===== src/rtl/fifo_ser_pkg.sv =====
// Shared definitions for the FIFO bit serializer: one-hot FSM encoding and sizing helper.
package fifo_ser_pkg;

    localparam int unsigned STATE_W = 4;

    typedef enum logic [STATE_W-1:0] {
        IDLE  = 4'b0001,
        REQ   = 4'b0010,
        CAPT  = 4'b0100,
        SHIFT = 4'b1000
    } state_e;

    // Bits needed to hold the value n.
    function automatic int unsigned bits_for(input int unsigned n);
        return $clog2(n + 1);
    endfunction

endpackage


===== src/rtl/ser_shift_reg.sv =====
// Loadable shift register with a down-counting bit counter and selectable shift direction.
module ser_shift_reg #(
    parameter int unsigned WIDTH     = 5,
    parameter bit          MSB_FIRST = 1'b0,
    parameter int unsigned CNT_W     = 3
) (
    input  logic             clk_i,
    input  logic             rst_i,
    input  logic             load_i,
    input  logic [WIDTH-1:0] data_i,
    input  logic [CNT_W-1:0] cnt_init_i,
    input  logic             shift_i,
    output logic             bit_o,
    output logic [CNT_W-1:0] cnt_o
);

    logic [WIDTH-1:0] sr_q, sr_d;
    logic [CNT_W-1:0] cnt_q, cnt_d;

    always_comb begin
        sr_d  = sr_q;
        cnt_d = cnt_q;
        if (load_i) begin
            sr_d  = data_i;
            cnt_d = cnt_init_i;
        end else if (shift_i) begin
            sr_d = MSB_FIRST ? (sr_q << 1) : (sr_q >> 1);
            if (cnt_q != '0) begin
                cnt_d = cnt_q - CNT_W'(1);
            end
        end
    end

    always_ff @(posedge clk_i or posedge rst_i) begin
        if (rst_i) begin
            sr_q  <= '0;
            cnt_q <= '0;
        end else begin
            sr_q  <= sr_d;
            cnt_q <= cnt_d;
        end
    end

    assign bit_o = MSB_FIRST ? sr_q[WIDTH-1] : sr_q[0];
    assign cnt_o = cnt_q;

endmodule


===== src/rtl/fifo_bit_serializer.sv =====
// Reads words from a 1-cycle-latency FIFO and streams them out bit-serially over valid/ready,
// with an optional trailing even-parity bit.
module fifo_bit_serializer
    import fifo_ser_pkg::*;
#(
    parameter int unsigned WIDTH     = 5,
    parameter bit          MSB_FIRST = 1'b0,
    parameter bit          PARITY_EN = 1'b0
) (
    input  logic             clk_i,
    input  logic             rst_i,
    input  logic             fifo_empty_i,
    output logic             fifo_rd_en_o,
    input  logic [WIDTH-1:0] fifo_data_i,
    output logic             bit_out_o,
    output logic             bit_valid_o,
    input  logic             bit_ready_i,
    output logic             word_done_o,
    output logic             busy_o
);

    localparam int unsigned     NBITS    = WIDTH + (PARITY_EN ? 1 : 0);
    localparam int unsigned     CNT_W    = bits_for(NBITS);
    localparam logic [CNT_W-1:0] CNT_INIT = CNT_W'(NBITS);

    state_e           state_q;
    logic             rd_en_q;
    logic             valid_q;
    logic             done_q;
    logic             par_q;
    logic             sr_bit;
    logic [CNT_W-1:0] cnt;
    logic             xfer;
    logic             last_xfer;
    logic             load;

    assign xfer      = valid_q & bit_ready_i;
    assign last_xfer = xfer & (cnt == CNT_W'(1));
    assign load      = (state_q == CAPT);

    ser_shift_reg #(
        .WIDTH     (WIDTH),
        .MSB_FIRST (MSB_FIRST),
        .CNT_W     (CNT_W)
    ) u_shift (
        .clk_i      (clk_i),
        .rst_i      (rst_i),
        .load_i     (load),
        .data_i     (fifo_data_i),
        .cnt_init_i (CNT_INIT),
        .shift_i    (xfer),
        .bit_o      (sr_bit),
        .cnt_o      (cnt)
    );

    always_ff @(posedge clk_i or posedge rst_i) begin
        if (rst_i) begin
            state_q <= IDLE;
            rd_en_q <= 1'b0;
            valid_q <= 1'b0;
            done_q  <= 1'b0;
            par_q   <= 1'b0;
        end else begin
            rd_en_q <= 1'b0;
            done_q  <= 1'b0;
            case (state_q)
                IDLE: begin
                    if (!fifo_empty_i) begin
                        state_q <= REQ;
                        rd_en_q <= 1'b1;
                    end
                end
                REQ: state_q <= CAPT;
                CAPT: begin
                    par_q   <= ^fifo_data_i;
                    valid_q <= 1'b1;
                    state_q <= SHIFT;
                end
                SHIFT: begin
                    // Chain straight into the next read so back-to-back words have no gap.
                    if (last_xfer) begin
                        done_q  <= 1'b1;
                        valid_q <= 1'b0;
                        if (!fifo_empty_i) begin
                            state_q <= REQ;
                            rd_en_q <= 1'b1;
                        end else begin
                            state_q <= IDLE;
                        end
                    end
                end
                default: begin
                    state_q <= IDLE;
                    valid_q <= 1'b0;
                end
            endcase
        end
    end

    // The parity bit always occupies the final slot, whatever the shift direction.
    assign bit_out_o    = valid_q & ((PARITY_EN && cnt == CNT_W'(1)) ? par_q : sr_bit);
    assign bit_valid_o  = valid_q;
    assign fifo_rd_en_o = rd_en_q;
    assign word_done_o  = done_q;
    assign busy_o       = (state_q != IDLE);

endmodule

===== config.mk =====
export PLATFORM = sky130hd
export DESIGN_NAME = fifo_bit_serializer
export DESIGN_NICKNAME = d
export VERILOG_FILES = /design/src/rtl/fifo_ser_pkg.sv /design/src/rtl/ser_shift_reg.sv /design/src/rtl/fifo_bit_serializer.sv
export SDC_FILE = /design/constraint.sdc
export NUM_CORES = 1
export LEC_CHECK = 0
export CAP_MARGIN = 10
export CORE_MARGIN = 8
export CORE_UTILIZATION = 30
export DETAILED_ROUTE_END_ITERATION = 8
export PLACE_DENSITY = 0.49
export SETUP_SLACK_MARGIN = 0.3
export SYNTH_ARGS = -nofsm -noshare
export SYNTH_HDL_FRONTEND = slang
export SYNTH_SLANG_ARGS = --single-unit

===== constraint.sdc =====
create_clock -name clk_i -period 2.1 [get_ports clk_i]
set_clock_uncertainty 0.2 [all_clocks]
set_input_delay 0.42 -clock clk_i [delete_from_list [all_inputs] [get_ports clk_i]]
set_output_delay 0.42 -clock clk_i [all_outputs]
set_load 0.02 [all_outputs]

# Word-level counts from Yosys, hierarchy flattened

Index checks and enable logic that the tools add are counted.

Add/subtract/negate cells: 1
Equal/unequal tests: 8
Muxes and demuxes: 16
Bitwise logic cells: 4
Reductions and logical operators: 7

Operators with widths:

| kind                                                | number |
|---|---|
| case mux 4 bit (4 select lines)                     | 1 |
| 2-to-1 mux 5 bit                                    | 2 |
| 2-to-1 mux 3 bit                                    | 3 |
| 2-to-1 mux 4 bit                                    | 2 |
| AND reduction 2 bit                                 | 3 |
| 2-to-1 mux 1 bit                                    | 5 |
| equality test 4 x 1 -> 1 bit, second input constant | 1 |
| equality test 4 x 2 -> 1 bit, second input constant | 1 |
| equality test 4 x 3 -> 1 bit, second input constant | 1 |
| equality test 4 bit, second input constant          | 1 |
| != test 2 bit, second input constant                | 2 |
| != test 4 x 1 -> 1 bit, second input constant       | 1 |
| nonzero test 2 bit                                  | 2 |
| AND 1 bit                                           | 3 |
| equality test 3 x 1 -> 1 bit, second input constant | 1 |
| case mux 1 bit (3 select lines)                     | 1 |
| nonzero test 3 bit                                  | 1 |
| subtractor 3 x 1 -> 3 bit, second input constant    | 1 |
| 2-to-1 mux 2 bit                                    | 1 |
| case mux 1 bit (2 select lines)                     | 1 |
| OR reduction 2 bit                                  | 1 |
| inverter 1 bit                                      | 1 |

Flip-flop bits (word level): 15
Bits of input ports: 9
Output and inout port bits: 5
Word-level logic and storage cells: 42

# Logic depth before layout (Yosys ltp)

Depth after elaboration: 4
Depth in mapped cells: 5
Gate-level depth less buffers: 5

# Modules after synthesis

A second synthesis with hierarchy kept.

Cell total of the unflattened synthesis: 81
Area total of the unflattened synthesis: 865.8 sq um

By module, submodules not included:

| module              | times used | cells an instance | area each (sq um) | sequential area each (sq um) |
|---|---|---|---|---|
| ser_shift_reg       | 1          | 46                | 445.4             | 200.2 |
| fifo_bit_serializer | 1          | 35                | 420.4             | 176.4 |

# Worst setup path after synthesis

Ideal clock, no wire load.

Kind: register to output
Start: reg state_q[0]
End: out busy_o
Arrival: 1.187 ns
Required time: 1.480 ns
Slack: 0.293 ns
Stages on the path, launching flop included: 3
Path buffers: 0
Cell sequence: dfstp_2 > or2b_2 > nand2b_1

Longest elaborated chain between the ends: 1

Ends and longest elaborated chain:

| item                     | RTL line                   | text |
|---|---|---|
| start: declaration       | fifo_bit_serializer.sv:26  | `state_e state_q;` |
| start signal: assignment | fifo_bit_serializer.sv:58  | `state_q <= IDLE;` |
| start signal: assignment | fifo_bit_serializer.sv:69  | `state_q <= REQ;` |
| start signal: assignment | fifo_bit_serializer.sv:73  | `REQ: state_q <= CAPT;` |
| != test 4 x 1 -> 1 bit   | fifo_bit_serializer.sv:105 | `assign busy_o = (state_q != IDLE);` |
| end: declaration         | fifo_bit_serializer.sv:19  | `output logic busy_o` |

No other way between the ends.

# Worst setup path after layout

Ends and elaborated chain as after synthesis.

==> results summary <==
The row count came out at 19. The achievable frequency is slightly above 500 MHz. The number of I/O pins is 14. The share of the cycle needed by the critical path after routing came out at 0.9354. Clock tree synthesis found a total of 15 sinks. The hold slack came out at around 0.23 ns. The floorplan step defined a die boundary enclosing approximately 4700 um^2.

The final setup TNS is 0 ns. The share of post-route cells with drive strength above 1 is 0.2990. Leaving out fill and tap cells, the most frequent cells in the layout are 14 x dfrtp_1, 11 x buf_4, 8 x clkdlybuf4s50_1.

STA classifies the critical path startpoint as a flip-flop. The data required time of the critical path is roughly 1.5 ns. The post-detailed-route wirelength per cell is 13.51 um.

The leakage power summed over all cells came out at approximately 0.52 nW. After clock tree synthesis, the flow added hold-fix buffers numbering 0. Clock-pin slew was measured on the worst setup and hold paths at approximately 0.10 ns. The count of final setup violators is 0.

The number of enable flip-flop cells after synthesis came out at 0. The slew at the pin with the worst max-slew slack came out at about 0.36 ns. Along the worst path, the maximum fanout reaches 2.

Counting distinct cell types in the post-synthesis netlist gives 31. The slowest stage of the critical path is the dfstp_2 cell. The starting utilization of the core area is 0.3089.

Entering global routing, the biggest net connects 16 pins. Dividing total power by cell area gives a power density of ~1100 nW/um^2. In this run, the number of DRC markers left after iteration 0 of detailed routing was 14. The net count of the finished layout came out at 110. The count of nets left with antenna violations once routing finished came out at 0.

The worst slew margin relative to its limit came out at 0.7544. The pre-antenna-repair detailed-routing pass consisted of 4 iterations. The via count of the first global-routing pass came out at ~700. The wire-length estimate of the detail-placed layout is about 1300 um. Synthesis produced 72 cells. The chip width came out at a little under 70 um. Counting flops with an async set or reset pin after synthesis yields a share of 1.000. The most used flip-flop cell after synthesis is dfrtp_1.

The time the worst path needs with I/O delays and setup is about 2.0 ns. The worst reg-to-reg path cell count came out at 4. The number of buffers inserted during clock tree synthesis came out at 3. The initial antenna violation count is 0. The data arrival time of the worst path is approximately 1.3 ns. Once layout is complete, the utilization of the core stands at 0.4035. The flow ran to the end, and the final reports show no timing, DRC or antenna violations. The count of buffers from port buffering came out at 13. The wire length after detailed routing is roughly 1700 um. The cell area that synthesis handed to floorplanning was about 840 um^2. The share of the Yosys chip area taken by registers is 0.4499. The number of levels the H-tree was split into is 1. The mean cell area of the mapped netlist is between 10 and 15 um^2. Summed over all layers, the global routing overflow is 0. The finished layout holds roughly 130 standard cells, fillers aside. The critical path is of the flip-flop to primary output type. The CTS tree is built. In the routed design, unresolved DRC markers number 0.

The net count of the mapped netlist is 84. The signal on the critical path passes through or2b_4, nand2b_4, buf_6. The number of diodes added for antenna fixing is 0. Counting the fill cells in the layout gives 282. The number of max-cap violations is 0. The worst-case setup margin in the final layout is roughly 0.14 ns. The maximum count of clock buffers along a single path came out at 2. The number of hold-slack violations in the final timing report is 0. The cell area after layout is approximately 1100 um^2. The number of pins exceeding their max-slew limit in the final report is 0. The total design power came out at between 1 and 1.5 mW. The kind of cell with the highest combined delay along the critical path is flip-flops.

The weighted congestion reported at the end of routability-driven placement came out at approximately 0.74. The number of register bits inferred by synthesis is 15. The area of the multi-input gates is 432.9 um^2. The worst slack at placement is roughly 0.012 ns. The sequential standard cell area came out at about 380 um^2. The count of synthesis-stage warnings from yosys is 0. The clock network latency to the later pin of the worst-skew pair is about 0.29 ns. The total via count in the routed design is about 620. Once placement finished, the instance area stood at around 1100 um^2.

The root buffer cell is clkbuf_4. Setup repair after global routing could not meet its margin everywhere. The first global-routing pass estimated around 3200 um of wire. Leaving out fill and tap cells, the most frequent cell in the layout is dfrtp_1. The area of the core region came out at ~2700 um^2.

The area overhead of the layout relative to synthesis came out at 30.64%. The critical path depth is 3. The delay of the slowest critical-path stage is 0.54 ns. The die height is between 60 and 70 um. Using the TritonRoute via totals, the vias-per-cell ratio works out to 4.813. The total track usage is 0.08907. STA classifies the critical path endpoint as a primary output. The path class of the tightest hold or removal check is input port to async pin. The critical path buffer and inverter count is 1. The number of instances in the placed design is ~120. IR analysis of the VDD net gives a maximum drop of roughly 0.90 mV.
## flip-flops by register name, indices dropped and copies added, names as in the netlist
register / flops
u_shift.cnt_o: 3
state_q: 4
word_done_o: 1
bit_valid_o: 1
fifo_rd_en_o: 1
u_shift.sr_q: 5
## repair_timing
action                     in CTS  in global routing
resized for setup              11                  4
setup endpoints to repair       5                  5
buffers inserted                0                  1
## cell type report
type                    instances  area share
flip-flops and latches         15      0.3444
repair buffers                 24      0.1888
clock inverters                 1    0.004577
inverters                       3     0.01030
clock buffers                   3     0.02059
well taps                      31     0.03547
multi-input cells              51      0.3959
## synth_stat cells, types with 2 or more instances
library cell | n | area [um^2]
a2111oi_4 | 2 | 55.05
a21oi_1 | 2 | 10.01
buf_4 | 2 | 15.01
dfrtp_1 | 14 | 350.3
ha_1 | 3 | 37.54
inv_1 | 3 | 11.26
mux2i_1 | 4 | 40.04
nand2_1 | 7 | 26.28
nand2b_1 | 3 | 18.77
nor3_1 | 3 | 15.01
nor4_1 | 2 | 12.51
o21ai_0 | 7 | 35.03
or3b_1 | 2 | 17.52
## kinds of logic (layout without fill, tap and decap cells)
family	after synthesis	after routing	synth area share
flops	15	15	0.4499
mux	4	4	0.04783
buf+inv	6	31	0.04484
simple gates	28	28	0.2481
compound gates	16	16	0.1644
fa+ha+maj	3	3	0.04485
## power breakdown
part	internal (mW)	switching, mW
combinational	0.301	0.277
sequential	0.393	0.0580
clock	0.0707	0.101
## worst register-to-register path: cells and delay by family (launching register included)
family	cells	cell delay (ns)
AND/OR/NAND/NOR	2	0.55
adder cells (fa/ha/maj)	1	0.21
flip-flops	1	0.43
AO/OA/AOI/OAI	1	0.22
## path summary, 6_finish.rpt
kind | slack, ns | endpoint | startpoint
worst max-delay path | 0.14 | busy_o | state_q[0]
min in group clk_i | 0.34 | u_shift.sr_q[4] | u_shift.sr_q[4]
max in group asynchronous | 1.22 | state_q[0] | rst_i
worst min register to register | 0.34 | u_shift.sr_q[4] | u_shift.sr_q[4]
worst min-delay path | 0.23 | u_shift.sr_q[4] | rst_i
worst max register to register | 0.39 | state_q[3] | u_shift.cnt_o[0]
## per-layer routing
layer,routed length (um),track usage,part of all wire
met1,808,0.1102,0.47
met3,129,0.04523,0.075
met5,0,0,0
met4,13,0.01504,0.0075
met2,777,0.1382,0.45
(Power assumes the default switching activity.)
